$ cat config.mk
export PLATFORM = sky130hd
export DESIGN_NAME = envelope_gen_flat
export DESIGN_NICKNAME = d
export VERILOG_FILES = /design/src/rtl/envelope_gen_if.sv /design/src/rtl/envelope_gen.sv /design/src/flat_wrapper.sv
export SDC_FILE = /design/constraint.sdc
export NUM_CORES = 1
export LEC_CHECK = 0
export ABC_CLOCK_PERIOD_IN_PS = 11200
export CORE_UTILIZATION = 59
export CTS_BUF_LIST = sky130_fd_sc_hd__clkbuf_4 sky130_fd_sc_hd__clkbuf_8
export DETAILED_ROUTE_END_ITERATION = 10
export PLACE_DENSITY = 0.93
export SETUP_SLACK_MARGIN = 0.4
export SLEW_MARGIN = 0
export SYNTH_ARGS = -nofsm -noshare
export SYNTH_HDL_FRONTEND = slang
export SYNTH_SLANG_ARGS = --single-unit
$ cat constraint.sdc
create_clock -name clk -period 11.2 [get_ports clk]
set_input_delay 2.24 -clock clk [delete_from_list [all_inputs] [get_ports clk]]
set_output_delay 2.24 -clock clk [all_outputs]
set_load 0.02 [all_outputs]
$ cat src/rtl/envelope_gen_if.sv
// envelope_gen_if: oscillator sample in, scaled sample and
// envelope status out, grouped as one bundle.
interface envelope_gen_if;
   logic       gate;
   logic [7:0] sample_in;
   logic [7:0] sample_out;
   logic [7:0] env_level;
   logic [2:0] env_state;
   logic       busy;

   modport master (
      output gate, sample_in,
      input  sample_out, env_level, env_state, busy
   );

   modport slave (
      input  gate, sample_in,
      output sample_out, env_level, env_state, busy
   );
endinterface

$ cat src/rtl/envelope_gen.sv
// envelope_gen: ADSR amplitude envelope on a prescaled tick,
// scaling the oscillator sample by the current level.
module envelope_gen #(
   parameter int TICK_COUNTS   = 1000,
   parameter int ATTACK_STEP   = 8,
   parameter int DECAY_STEP    = 2,
   parameter int SUSTAIN_LEVEL = 160,
   parameter int RELEASE_STEP  = 4
) (
   input  logic           clk,
   input  logic           rst,
   envelope_gen_if.slave  bus
);
   localparam logic [2:0] S_IDLE    = 3'd0;
   localparam logic [2:0] S_ATTACK  = 3'd1;
   localparam logic [2:0] S_DECAY   = 3'd2;
   localparam logic [2:0] S_SUSTAIN = 3'd3;
   localparam logic [2:0] S_RELEASE = 3'd4;

   localparam int PW =
      (TICK_COUNTS > 1) ? $clog2(TICK_COUNTS) : 1;

   logic [PW-1:0] r_presc;
   logic          w_tick;
   logic [2:0]    r_state;
   logic [2:0]    w_state_nxt;
   logic [7:0]    r_level;
   logic [7:0]    w_level_nxt;
   logic [7:0]    r_out;
   logic          r_busy;
   logic [8:0]    w_add;
   logic [8:0]    w_dec;
   logic [8:0]    w_rel;
   logic [15:0]   w_prod;

   assign w_tick = (r_presc == PW'(TICK_COUNTS - 1));

   // 9-bit intermediates: bit 8 flags overflow or borrow
   assign w_add  = {1'b0, r_level} + 9'(ATTACK_STEP);
   assign w_dec  = {1'b0, r_level} - 9'(DECAY_STEP);
   assign w_rel  = {1'b0, r_level} - 9'(RELEASE_STEP);
   assign w_prod = {8'd0, bus.sample_in} * {8'd0, r_level};

   // free-running tick prescaler, independent of gate
   always_ff @(posedge clk) begin
      if (rst || w_tick) r_presc <= '0;
      else               r_presc <= r_presc + 1'b1;
   end

   // phase sequencing; gate edges win over tick updates
   always_comb begin
      w_state_nxt = r_state;
      w_level_nxt = r_level;
      case (r_state)
         S_IDLE: begin
            w_level_nxt = 8'd0;
            if (bus.gate) w_state_nxt = S_ATTACK;
         end
         S_ATTACK: begin
            if (!bus.gate) begin
               w_state_nxt = S_RELEASE;
            end else if (w_tick) begin
               if (w_add >= 9'd255) begin
                  w_level_nxt = 8'd255;
                  w_state_nxt = S_DECAY;
               end else begin
                  w_level_nxt = w_add[7:0];
               end
            end
         end
         S_DECAY: begin
            if (!bus.gate) begin
               w_state_nxt = S_RELEASE;
            end else if (w_tick) begin
               if (w_dec[8] ||
                   w_dec[7:0] <= 8'(SUSTAIN_LEVEL)) begin
                  w_level_nxt = 8'(SUSTAIN_LEVEL);
                  w_state_nxt = S_SUSTAIN;
               end else begin
                  w_level_nxt = w_dec[7:0];
               end
            end
         end
         S_SUSTAIN: begin
            if (!bus.gate) w_state_nxt = S_RELEASE;
         end
         S_RELEASE: begin
            if (bus.gate) begin
               w_state_nxt = S_ATTACK;
            end else if (w_tick) begin
               if (w_rel[8] || w_rel[7:0] == 8'd0) begin
                  w_level_nxt = 8'd0;
                  w_state_nxt = S_IDLE;
               end else begin
                  w_level_nxt = w_rel[7:0];
               end
            end
         end
         default: begin
            w_state_nxt = S_IDLE;
            w_level_nxt = 8'd0;
         end
      endcase
   end

   // envelope registers; reset aborts with no release tail
   always_ff @(posedge clk) begin
      if (rst) begin
         r_state <= S_IDLE;
         r_level <= 8'd0;
         r_busy  <= 1'b0;
      end else begin
         r_state <= w_state_nxt;
         r_level <= w_level_nxt;
         r_busy  <= (w_state_nxt != S_IDLE);
      end
   end

   // scale by the pre-update level; 255 is full scale
   always_ff @(posedge clk) begin
      if (rst) r_out <= 8'd0;
      else     r_out <= w_prod[15:8];
   end

   assign bus.sample_out = r_out;
   assign bus.env_level  = r_level;
   assign bus.env_state  = r_state;
   assign bus.busy       = r_busy;
endmodule

$ cat src/flat_wrapper.sv
// flat-port wrapper written by rule: the top's interface ports become plain ports
module envelope_gen_flat 
#(
   parameter int TICK_COUNTS   = 1000,
   parameter int ATTACK_STEP   = 8,
   parameter int DECAY_STEP    = 2,
   parameter int SUSTAIN_LEVEL = 160,
   parameter int RELEASE_STEP  = 4
)
  (clk, rst, bus_gate, bus_sample_in, bus_sample_out, bus_env_level, bus_env_state, bus_busy);
  envelope_gen_if bus_i ();
  input  logic clk;
  input  logic rst;
  input wire logic [$bits(bus_i.gate)-1:0] bus_gate;
  input wire logic [$bits(bus_i.sample_in)-1:0] bus_sample_in;
  output wire logic [$bits(bus_i.sample_out)-1:0] bus_sample_out;
  output wire logic [$bits(bus_i.env_level)-1:0] bus_env_level;
  output wire logic [$bits(bus_i.env_state)-1:0] bus_env_state;
  output wire logic [$bits(bus_i.busy)-1:0] bus_busy;
  assign bus_i.gate = bus_gate;
  assign bus_i.sample_in = bus_sample_in;
  assign bus_sample_out = bus_i.sample_out;
  assign bus_env_level = bus_i.env_level;
  assign bus_env_state = bus_i.env_state;
  assign bus_busy = bus_i.busy;
  envelope_gen #(.TICK_COUNTS(TICK_COUNTS), .ATTACK_STEP(ATTACK_STEP), .DECAY_STEP(DECAY_STEP), .SUSTAIN_LEVEL(SUSTAIN_LEVEL), .RELEASE_STEP(RELEASE_STEP)) u_core (.clk(clk), .rst(rst), .bus(bus_i));
endmodule
# --- Word level (Yosys, flattened, before mapping) ---
# Index checks and enable logic that the tools add are counted.
# Widths: inputs -> output; s select.
totals:
  mem_count: 0
  register_bits: 30
  romBits: 0
  ram_bits: 0
  word_cells: 53
  output_inout_bits: 20
  input_bits: 11
  latchBits: 0
op_classes:
  n_eq_ne: 11
  order_cmp: 2
  bitwise_logic: 1
  div: 0
  multipliers: 1
  shift: 0
  addsub: 4
  mux: 22
  reduce_logical: 7
ops:
  columns: ["op", "n"]
  rows:
  - ["$mux 8", 9]
  - ["$mux 3", 11]
  - ["$pmux 8 s4", 1]
  - ["$mul 8x8->16", 1]
  - ["$pmux 3 s5", 1]
  - ["$add 10x1->10 const B", 1]
  - ["$eq 10x10->1 const B", 1]
  - ["$add 8x4->9 const B", 1]
  - ["$ge 9x8->1 const B", 1]
  - ["$sub 8x2->9 const B", 1]
  - ["$sub 8x3->9 const B", 1]
  - ["$le 8x8->1 const B", 1]
  - ["$logic_not 8->1", 1]
  - ["$reduce_and 7->1", 1]
  - ["$eq 3x2->1 const B", 2]
  - ["$ne 2x1->1 const B", 3]
  - ["$ne 2x2->1 const B", 3]
  - ["$eq 3x1->1 const B", 1]
  - ["$eq 3x3->1 const B", 1]
  - ["$logic_not 3->1", 1]
  - ["$logic_or 1x1->1", 3]
  - ["$reduce_bool 3->1", 1]
  - ["$not 1->1", 1]

# --- Logic depth before layout (Yosys ltp) ---
depth:
  depth_word: 8
  mapped_depth: 18
  ltp_nobuf: 16

# --- Least setup slack after synthesis ---
# Ideal clock, no wire load.
synth_path:
  path_type: "input to register"
  start: "input bus_sample_in[1]"
  end: "register u_core.r_out[7] (netlist: u_core.bus.sample_out[7])"
  stages: 14
  required_time_ns: 11.129
  setup_ns: 0.071
  t_arrival_ns: 5.904
  path_slack_ns: 5.225
  path_buffers: 0
  path_cell_list: "and2_1 fa_1 fa_1 fa_1 inv_1 fa_1 inv_1 ha_1 inv_1 o221ai_1 o2111ai_1 a21oi_1 or3_1 a21oi_1"
synth_via:
  elab_chain_len: 1
synth_lines:
  columns: ["item", "line", "text"]
  rows:
  - ["start, declared", "flat_wrapper.sv:15", "input wire logic [$bits(bus_i.sample_in)-1:0] bus_sample_in;"]
  - ["$mul 8x8->16", "envelope_gen.sv:42", "assign w_prod = {8'd0, bus.sample_in} * {8'd0, r_level};"]
  - ["end signal, assigned", "envelope_gen.sv:122", "else r_out <= w_prod[15:8];"]
  - ["end, declared", "envelope_gen.sv:29", "logic [7:0] r_out;"]
# Every way passes these cells.
# A chain may end at the register's enable or synchronous reset.

# --- Worst setup path in the final report ---
layout_path:
  start: "input bus_sample_in[0]"
  end: "register u_core.r_out[7] (netlist: u_core.bus.sample_out[7])"
# The elaborated chain is that of the path after synthesis.

==> metrics.cfg <==
[setup_path]
path_class=in -> reg
r2r_end=u_core.bus.sample_out[7]
path_cells=clkdlybuf4s50_1 > nand2_1 > fa_1 > fa_1 > inv_1 > fa_1 > fa_1 > ha_1 > a21oi_1 > o221ai_1 > o2111ai_1 > a21oi_1 > or3_1 > a21oi_1
critical_path.most_common_cell=fa_1
arrival_ns=6.85
setup.worst_path.start=bus_sample_in[0]
cp_num_cells=14
crit_family=adder cells
r2r_cells=13
critical_path.startpoint_type=input port
required_ns=11.40
crit_fanout=7
worst_path_max_delay_cell=clkdlybuf4s50_1
reg2reg_from=u_core.bus.env_level[7]
r2r_setup_slack_ns=6.16
cp-end-kind=register
max_stage_delay_ns=0.58
crit_end=u_core.bus.sample_out[7]
path_buf_inv=2

[clocking]
cts_inserted_buffers=5
htree_num_levels=2
ctsResizeCount=0
tritoncts=yes
holdBufCountCts=0
clkTransAtPathRegs_ns=0.07
cts_root_buf=clkbuf_8
insertion_delay_ns=0.29
cts.sinks=30
cts_setup_buffers=0
cts_buffer_depth=2

[sta]
slew-limit-headroom=0.444
finalCritPeriodShare=0.593
layout_min_cycle_time_ns=6.65
setup_violations=0
slew_violations=0
worst_slew_pin_slew_ns=0.832
finalSetupTns_ns=0
fmax_mhz=150
hold_viol_final=0
finClkSkew_ns=0.0117
rsz0062_at_grt=no

[routing]
totalWireLength_um=8610
drt_iter0_drc=475
vias=3238
route.detailed.drc=0
vias_per_cell=6.06
final_antenna_net_count=0
dr.pass1.iters=5
post_drt_wl_per_cell_um=16.1

[power_and_ir_drop]
p_total_mw=0.253
powerDensity_nw_per_um2=60.4
vdd_ir_drop_max_mv=0.0932
p_leak_nw=1.95

[floorplan]
die_h_um=82.0
die_area_um2=6730
initial_core_util=0.623
ioPinCount=31
die_w_um=82.0
core_um2=6060
rows=28

[yosys]
netlist_area_um2=3780
synth_common_cells=and2_1, inv_1, ha_1, fa_1, dfxtp_1
syn-num-nets=527
async_reset_ff_frac=0
synthCells=438
seq_area_frac_synth=0.159
synth_top_area_frac=0.185
synth_warnings=0
yosysTopAreaCell=fa_1
synth_edf_count=0
synth.distinct_cells=66
synth_top_cells_by_area=fa_1, dfxtp_1, ha_1
ys.flop_type=dfxtp_1
yosys_register_bits=30
syn_area_per_cell_um2=8.62
synth_most_common_cell=and2_1

[grt]
grt.total_usage=0.288
overflow=0
grt_max_degree=24
grt_pass1_wl_um=14900
antenna_found_initial=0
grt_pass1_vias=3233

[cells_and_area]
syn_to_final_growth_pct=11.0
final_area_um2=4190
nNetsFinal=547
layout-drive-gt1-share=0.0479
fin_util=0.692
n_antenna_cell=0
final_cells=534

[placement]
hpwl_um=6530
portBuffers=30
placed_area_um2=4100
dp_cells=526
routabilityCongestion=0.905

[outcome]
status=completed

[job]
maxCapViolations=0

[hold_path]
hp-class=reg -> reg

-- layer usage --
metal  GRT usage  part of all wire  up-vias
met2       0.479              0.49      148
li1            -                 -     1519
met4      0.0772             0.016        0
met1       0.380              0.42     1549
met5           0                 0        -
met3      0.0578             0.072       22
-- power by group --
group | internal [mW] | switching, mW | total [mW]
logic | 0.0199 | 0.0258 | 0.0457
registers | 0.110 | 0.00468 | 0.114
clock network | 0.0493 | 0.0438 | 0.0932
total | 0.179 | 0.0744 | 0.253
-- layout make-up --
class,count,area (µm²)
multi-input combinational,341,2920
clock buffer,6,82.6
inverter,50,188
clock inverter,2,12.5
sequential,30,601
fill,442,1870
tap,75,93.8
timing repair buffer,30,300
-- how the worst min path moves through the flow --
stage	cells past startpoint	slack, ns	end	start
after global routing	1	0.49	u_core.r_presc[0]	u_core.r_presc[0]
after detailed placement	1	0.45	u_core.r_presc[0]	u_core.r_presc[0]
after CTS	1	0.47	u_core.r_presc[0]	u_core.r_presc[0]
after floorplan	1	0.43	u_core.r_presc[0]	u_core.r_presc[0]
final	1	0.47	u_core.r_presc[0]	u_core.r_presc[0]
after global placement	1	0.44	u_core.r_presc[0]	u_core.r_presc[0]
-- logic make-up (layout without fill, tap and decap cells) --
kind of cell	after synthesis	after routing	synth area share
flip-flops	30	30	0.159
adder cells (fa/ha/maj)	78	78	0.328
multiplexers	3	3	0.00795
AND/OR/NAND/NOR	161	161	0.241
buffers and inverters	67	88	0.0692
AO/OA/AOI/OAI	79	79	0.149
XOR/XNOR	20	20	0.0464
-- registers in the layout (all words and copies together), names as in the netlist --
name                   count
u_core.bus.env_level       8
u_core.bus.env_state       3
u_core.bus.busy            1
u_core.r_presc            10
u_core.bus.sample_out      8
-- stage by stage --
stage                     hold WS (ns)  setup slack, ns
after floorplan                  0.430             5.23
after global placement           0.443             4.50
after detailed placement         0.451             4.31
after CTS                        0.466             4.60
after global routing             0.486             4.42
final                            0.467             4.55
-- cell usage in the layout, fill, tap and decap left out, types with 10 or more instances in the layout --
cell type        instances
a21oi_1                 16
o21ai_0                 13
clkdlybuf4s50_1         30
ha_1                    43
nand2_1                 26
nor2_1                  24
nand3_1                 10
xnor2_1                 13
and2_1                  52
inv_1                   48
dfxtp_1                 30
fa_1                    35
No activity file was read; power rests on OpenSTA's default activity.
